**src/rtl/pixel_stream_pkg.sv**
```systemverilog
// rtl/pixel_stream_pkg.sv - shared types and constants for the pixel output link
//
// Purpose : transmitter FSM states, default pixel width and the supported
//           frame sizes (pixels per frame) of the pixel pipeline.
// Ports   : none (package).
package pixel_stream_pkg;

  localparam int DEFAULT_DATA_W = 8;

  // Frame sizes: Sobel output, first pooling stage, second pooling stage.
  localparam int PXL_CNT_SOBEL   = 3844;
  localparam int PXL_CNT_POOL_S1 = 3721;
  localparam int PXL_CNT_POOL_S2 = 961;

  typedef enum logic [1:0] {
    ST_IDLE = 2'd0,
    ST_RUN  = 2'd1,
    ST_DONE = 2'd2
  } tx_state_e;

endpackage

```
**src/rtl/serial_shifter.sv**
```systemverilog
// rtl/serial_shifter.sv - MSB-first byte shifter with bit counter and last-bit strobe
//
// Purpose : holds one byte and presents it bit by bit, MSB first. A bit is
//           consumed when the shifter is loaded and advance_i is high.
// Ports   : clk_i/rst_ni   clock, asynchronous active-low reset
//           load_i         load load_data_i (wins over an emptying shift)
//           load_data_i    byte to transmit
//           advance_i      receiver accepts the current bit
//           valid_o        a byte is loaded (registered)
//           bit_o          current bit, 0 when not valid
//           byte_done_o    the last bit of the byte is consumed this cycle
module serial_shifter #(
  parameter int DATA_W = 8
) (
  input  logic              clk_i,
  input  logic              rst_ni,
  input  logic              load_i,
  input  logic [DATA_W-1:0] load_data_i,
  input  logic              advance_i,
  output logic              valid_o,
  output logic              bit_o,
  output logic              byte_done_o
);

  localparam int BW = (DATA_W > 1) ? $clog2(DATA_W) : 1;
  localparam logic [BW-1:0] LAST_BIT = BW'(DATA_W - 1);

  logic [DATA_W-1:0] shift_q, shift_d;
  logic [BW-1:0]     bit_cnt_q, bit_cnt_d;
  logic              loaded_q, loaded_d;
  logic              fire;

  assign fire        = loaded_q && advance_i;
  assign byte_done_o = fire && (bit_cnt_q == LAST_BIT);
  assign valid_o     = loaded_q;
  // Zeros shift in from the right, so the register is all-zero once a byte
  // drains; the gate keeps the line at 0 regardless.
  assign bit_o       = loaded_q && shift_q[DATA_W-1];

  always_comb begin
    shift_d   = shift_q;
    bit_cnt_d = bit_cnt_q;
    loaded_d  = loaded_q;
    if (fire) begin
      shift_d   = shift_q << 1;
      bit_cnt_d = bit_cnt_q + BW'(1);
      if (bit_cnt_q == LAST_BIT) begin
        loaded_d  = 1'b0;
        bit_cnt_d = '0;
      end
    end
    if (load_i) begin
      shift_d   = load_data_i;
      bit_cnt_d = '0;
      loaded_d  = 1'b1;
    end
  end

  always_ff @(posedge clk_i or negedge rst_ni) begin
    if (!rst_ni) begin
      shift_q   <= '0;
      bit_cnt_q <= '0;
      loaded_q  <= 1'b0;
    end else begin
      shift_q   <= shift_d;
      bit_cnt_q <= bit_cnt_d;
      loaded_q  <= loaded_d;
    end
  end

endmodule

```
**src/rtl/pixel_serial_tx.sv**
```systemverilog
// rtl/pixel_serial_tx.sv - frame-level pixel byte to serial bit transmitter
//
// Purpose : accepts PIXEL_CNT pixel bytes per frame over a valid/ready port,
//           serializes them MSB first on a valid/ready bit link and pulses
//           done when the last bit of the frame is taken.
// Ports   : clk_200mhz, reset_n (async, active-low)
//           start                     begin a frame (IDLE only)
//           pix_data/pix_valid/pix_ready   pixel input handshake
//           serial_data/serial_valid/serial_ready_in   bit output handshake
//           busy, done, pix_count     frame status
module pixel_serial_tx
  import pixel_stream_pkg::*;
#(
  parameter  int DATA_W    = DEFAULT_DATA_W,
  parameter  int PIXEL_CNT = PXL_CNT_POOL_S2,
  localparam int CNT_W     = $clog2(PIXEL_CNT + 1)
) (
  input  logic              clk_200mhz,
  input  logic              reset_n,
  input  logic              start,
  input  logic [DATA_W-1:0] pix_data,
  input  logic              pix_valid,
  output logic              pix_ready,
  output logic              serial_data,
  output logic              serial_valid,
  input  logic              serial_ready_in,
  output logic              busy,
  output logic              done,
  output logic [CNT_W-1:0]  pix_count
);

  localparam logic [CNT_W-1:0] PIX_MAX  = CNT_W'(PIXEL_CNT);
  localparam logic [CNT_W-1:0] PIX_LAST = CNT_W'(PIXEL_CNT - 1);

  tx_state_e         state_q;
  logic              busy_q, done_q;
  logic [DATA_W-1:0] hold_q, hold_d;
  logic              hold_full_q, hold_full_d;
  logic [CNT_W-1:0]  acc_cnt_q, acc_cnt_d;
  logic [CNT_W-1:0]  sent_cnt_q, sent_cnt_d;

  logic              accept, load_direct, sh_load, sh_valid, sh_bit, byte_done;
  logic [DATA_W-1:0] sh_load_data;

  // Depends on registered state only, never on the receiver side.
  assign pix_ready = (state_q == ST_RUN) && !hold_full_q && (acc_cnt_q < PIX_MAX);
  assign accept    = pix_valid && pix_ready;

  // A new byte goes straight to the shifter when it is free (or frees up this
  // cycle); accept and a full hold are mutually exclusive, so the hold byte
  // and the incoming byte never compete for the shifter.
  assign load_direct  = accept && (!sh_valid || byte_done);
  assign sh_load      = load_direct || (byte_done && hold_full_q);
  assign sh_load_data = hold_full_q ? hold_q : pix_data;

  serial_shifter #(
    .DATA_W(DATA_W)
  ) u_shifter (
    .clk_i       (clk_200mhz),
    .rst_ni      (reset_n),
    .load_i      (sh_load),
    .load_data_i (sh_load_data),
    .advance_i   (serial_ready_in),
    .valid_o     (sh_valid),
    .bit_o       (sh_bit),
    .byte_done_o (byte_done)
  );

  assign serial_valid = sh_valid;
  assign serial_data  = sh_bit;
  assign busy         = busy_q;
  assign done         = done_q;
  assign pix_count    = sent_cnt_q;

  always_comb begin
    hold_d      = hold_q;
    hold_full_d = hold_full_q;
    acc_cnt_d   = acc_cnt_q;
    sent_cnt_d  = sent_cnt_q;
    if (state_q == ST_IDLE && start) begin
      acc_cnt_d   = '0;
      sent_cnt_d  = '0;
      hold_full_d = 1'b0;
    end else begin
      if (accept) begin
        acc_cnt_d = acc_cnt_q + CNT_W'(1);
        if (!load_direct) begin
          hold_d      = pix_data;
          hold_full_d = 1'b1;
        end
      end
      if (byte_done && hold_full_q) hold_full_d = 1'b0;
      if (byte_done && (sent_cnt_q < PIX_MAX)) sent_cnt_d = sent_cnt_q + CNT_W'(1);
    end
  end

  always_ff @(posedge clk_200mhz or negedge reset_n) begin
    if (!reset_n) begin
      hold_q      <= '0;
      hold_full_q <= 1'b0;
      acc_cnt_q   <= '0;
      sent_cnt_q  <= '0;
    end else begin
      hold_q      <= hold_d;
      hold_full_q <= hold_full_d;
      acc_cnt_q   <= acc_cnt_d;
      sent_cnt_q  <= sent_cnt_d;
    end
  end

  always_ff @(posedge clk_200mhz or negedge reset_n) begin
    if (!reset_n) begin
      state_q <= ST_IDLE;
      busy_q  <= 1'b0;
      done_q  <= 1'b0;
    end else begin
      case (state_q)
        ST_IDLE: begin
          done_q <= 1'b0;
          if (start) begin
            state_q <= ST_RUN;
            busy_q  <= 1'b1;
          end
        end
        ST_RUN: begin
          // The final byte completing is the same event as the sent counter
          // reaching PIXEL_CNT.
          if (byte_done && (sent_cnt_q == PIX_LAST)) begin
            state_q <= ST_DONE;
            busy_q  <= 1'b0;
            done_q  <= 1'b1;
          end
        end
        ST_DONE: begin
          state_q <= ST_IDLE;
          done_q  <= 1'b0;
        end
        default: begin
          state_q <= ST_IDLE;
          busy_q  <= 1'b0;
          done_q  <= 1'b0;
        end
      endcase
    end
  end

endmodule

```
**config.mk**
```make
export PLATFORM = sky130hd
export DESIGN_NAME = pixel_serial_tx
export DESIGN_NICKNAME = d
export VERILOG_FILES = /design/src/rtl/pixel_stream_pkg.sv /design/src/rtl/serial_shifter.sv /design/src/rtl/pixel_serial_tx.sv
export SDC_FILE = /design/constraint.sdc
export NUM_CORES = 1
export LEC_CHECK = 0
export CORE_MARGIN = 3
export CORE_UTILIZATION = 39
export CTS_BUF_LIST = sky130_fd_sc_hd__clkbuf_8
export DETAILED_ROUTE_END_ITERATION = 16
export PLACE_DENSITY = 0.61
export SETUP_SLACK_MARGIN = 0.3
export SYNTH_ARGS = -nofsm -noshare
export SYNTH_HDL_FRONTEND = slang
export SYNTH_SLANG_ARGS = --single-unit
```
**constraint.sdc**
```tcl
create_clock -name clk_200mhz -period 2.95 [get_ports clk_200mhz]
set_clock_uncertainty 0.15 [all_clocks]
set_input_delay 0.4425 -clock clk_200mhz [delete_from_list [all_inputs] [get_ports clk_200mhz]]
set_output_delay 0.4425 -clock clk_200mhz [all_outputs]
set_load 0.03 [all_outputs]
```
==> flow_summary.ini <==
[timing]
slew_headroom = 0.4970
finalSetupTns_ns = 0
worst_pin_slew_ns = 0.7545
final-hold-violation-count = 0
fin_ws_ns = 0.4161
slew_viol_final = 0
setup-violations-final = 0
period_share = 0.8589
fmax_mhz = 394.7
rsz0062_at_grt = false
period_needed_ns = 2.534

[synthesis]
ys_warn_count = 0
synthDistinctLibCells = 36
synth_fp_nets = 232
async_flop_share = 1.000
yosys_register_bits = 45
ys.flop_type = dfrtp_1
synth_cells = 212
synth_edf_count = 0
seq_area_frac_synth = 0.4844
syn-cell-area_um2 = 2325
syn_avg_cell_area_um2 = 10.97

[floorplan]
die-area_um2 = 6923
fp.dieH_um = 83.21
num_rows = 27
core-area_um2 = 5642
pin_count = 28
die-width_um = 83.21
start_util = 0.4121

[grt]
grt_overflow = 0
antenna_found_initial = 0
grt_usage = 0.1520
grt_pass1_wl_um = 8611
grt_pass1_vias = 1779
grt_max_degree = 35

[clocking]
cts-htree-levels = 2
cts_made_buffers = 5
cts_root_buffer = clkbuf_8
max-clock-path-buffers = 2
clk_latency_ns = 0.30
path_clk_slew_ns = 0.08
cts_tree = built
cts.sinks = 45

[critical_path]
reg2reg_from = acc_cnt_q[1]
path_max_fanout = 7
cp-start-kind = register
path_class = register to output port
r2r_cells = 8
cp.arrival_ns = 1.94
end_kind = output port
reg2reg_setup_slack_ns = 0.53
r2r-end = hold_q[4]
cp.required_ns = 2.36

[power_and_ir_drop]
clkPwrFrac = 0.164
seq_power_share = 0.453
p_sw_frac = 0.3663
power_density_nw_per_um2 = 793.2
internal_power_w = 0.001415
power_frac_comb = 0.382
power_switching_w = 0.0008179
p_leak_nw = 1.328
ir_drop_mv = 0.2855

[finish]
drive_above_1_share = 0.1514
finalNonFillerCells = 323
syn_to_final_growth_pct = 21.10
num_antenna_cells = 0
design_area_um2 = 2815
final_nets = 270

[route]
dr.pass1.iters = 4
drt_iter0_drc = 96
wl_um = 4850
ant_nets = 0
viasPerCell = 5.381
drc = 0
num_vias = 1738
wl_per_cell_um = 15.02

[flow_run]
maxCapViolCount = 0

[status]
status = completed

[place]
postPlaceCellArea_um2 = 2693
dp.cells = 309
gp_congestion = 0.8679
portBuffers = 27
pre_cts_slack_ns = 0.1466
dp_hpwl_um = 3397

[min_path]
hp-class = input port to async pin
[cells in the final DEF, fill, tap and decap left out, types with 2 or more instances in the layout]
| master | n |
|---|---|
| mux2i_1 | 29 |
| mux2_2 | 10 |
| nor2_1 | 15 |
| xnor2_1 | 8 |
| a31o_2 | 2 |
| a31oi_1 | 2 |
| and4_1 | 3 |
| nand2b_1 | 4 |
| nand3_1 | 7 |
| or3b_2 | 2 |
| a21oi_1 | 7 |
| nor4_1 | 8 |
| dfrtp_1 | 45 |
| o211ai_1 | 2 |
| buf_4 | 13 |
| or3_1 | 4 |
| nand4_1 | 8 |
| nand2_1 | 13 |
| ha_1 | 7 |
| inv_1 | 9 |
| nor3_1 | 2 |
| o21ai_0 | 6 |
| clkbuf_8 | 5 |
| clkdlybuf4s50_1 | 25 |
[flip-flops by register name, indices dropped and copies added, names as in the netlist]
signal and cells:
u_shifter.shift_q 8, done 1, hold_full_q 1, acc_cnt_q 10, u_shifter.valid_o 1, busy 1
pix_count 10, hold_q 8, state_q 2, u_shifter.bit_cnt_q 3
[Yosys cell counts, types with 2 or more instances]
master    count  area, µm²
a21oi_1       7      35.03
a31o_2        2      17.52
a31oi_1       2      12.51
and4_1        3      26.28
clkbuf_1      7      26.28
dfrtp_1      45       1126
ha_1          7      87.58
inv_1         6      22.52
mux2_2       10      112.6
mux2i_1      29      290.3
nand2_1      13      48.80
nand2b_1      4      25.02
nand3_1       7      35.03
nand4_1       8      50.05
nor2_1       15      56.30
nor3_1        3      15.01
nor4_1        8      50.05
o211ai_1      2      15.01
o21ai_0       6      30.03
or3_1         4      25.02
or3b_2        2      17.52
xnor2_1       8      70.07
[repair_timing]
| action | CTS | global route |
|---|---|---|
| hold buffers | 0 | 0 |
| setup endpoints to repair | 1 | 1 |
| buffers inserted | 0 | 6 |
| cloned | 0 | 0 |
| gates resized for setup | 6 | 0 |
| pin swaps | 0 | 2 |
[worst max-delay path by stage]
stage                      start         to  slack, ns  cells past startpoint
finish              acc_cnt_q[1]  pix_ready       0.42                      6
CTS                 acc_cnt_q[0]  pix_ready       0.32                      6
global placement    acc_cnt_q[0]  pix_ready       0.23                      6
global route        acc_cnt_q[1]  pix_ready       0.34                      6
floorplan           acc_cnt_q[0]  pix_ready       0.55                      6
detailed placement  acc_cnt_q[0]  pix_ready       0.15                      6
[per-layer routing]
layer | vias up | part of all wire | track usage
met5 | - | 0 | 0
met4 | 0 | 0.0045 | 0.05795
met3 | 2 | 0.026 | 0.02877
met2 | 29 | 0.48 | 0.2383
met1 | 864 | 0.49 | 0.2079
li1 | 843 | - | -
[cell families after synthesis]
kind of cell,synth area share
simple gates,0.1765
flops,0.4844
mux,0.1733
compound gates,0.07212
buf+inv,0.02584
xor+xnor,0.03014
fa+ha+maj,0.03767
[power groups by stage]
stage                     registers [W]  logic [W]  clock network (W)
after floorplan                0.000987   0.000586                  0
after global routing            0.00105   0.000961           0.000408
after global placement          0.00102   0.000801                  0
final                           0.00101   0.000854           0.000367
after detailed placement        0.00103   0.000817                  0
after CTS                       0.00102   0.000819           0.000380
[through the flow]
step / total power [W] / utilization / hold WS (ns)
after floorplan: 0.001573 / - / -0.003091
final: 0.002233 / 0.4990 / 0.05724
after CTS: 0.002215 / 0.4910 / 0.08582
after detailed placement: 0.001846 / 0.4773 / 0.3354
after global placement: 0.001822 / 0.4773 / 0.3251
after global routing: 0.002416 / 0.4990 / 0.1156
[cell type report]
| type | count | area (µm²) |
|---|---|---|
| Fill cell | 524 | 2826 |
| Multi-Input combinational cell | 153 | 1144 |
| Sequential cell | 45 | 1126 |
| Timing Repair Buffer | 39 | 352.8 |
| Tap cell | 72 | 90.09 |
| Clock buffer | 5 | 68.82 |
| Inverter | 6 | 22.52 |
| Clock inverter | 3 | 11.26 |
[worst max-delay path, stage by stage (launching register included)]
cell     delay (ns)
dfrtp_1        0.40
inv_1          0.08
ha_1           0.14
or4b_4         0.47
o21a_4         0.26
nor3_2         0.11
buf_4          0.18
(Power assumes the default switching activity.)
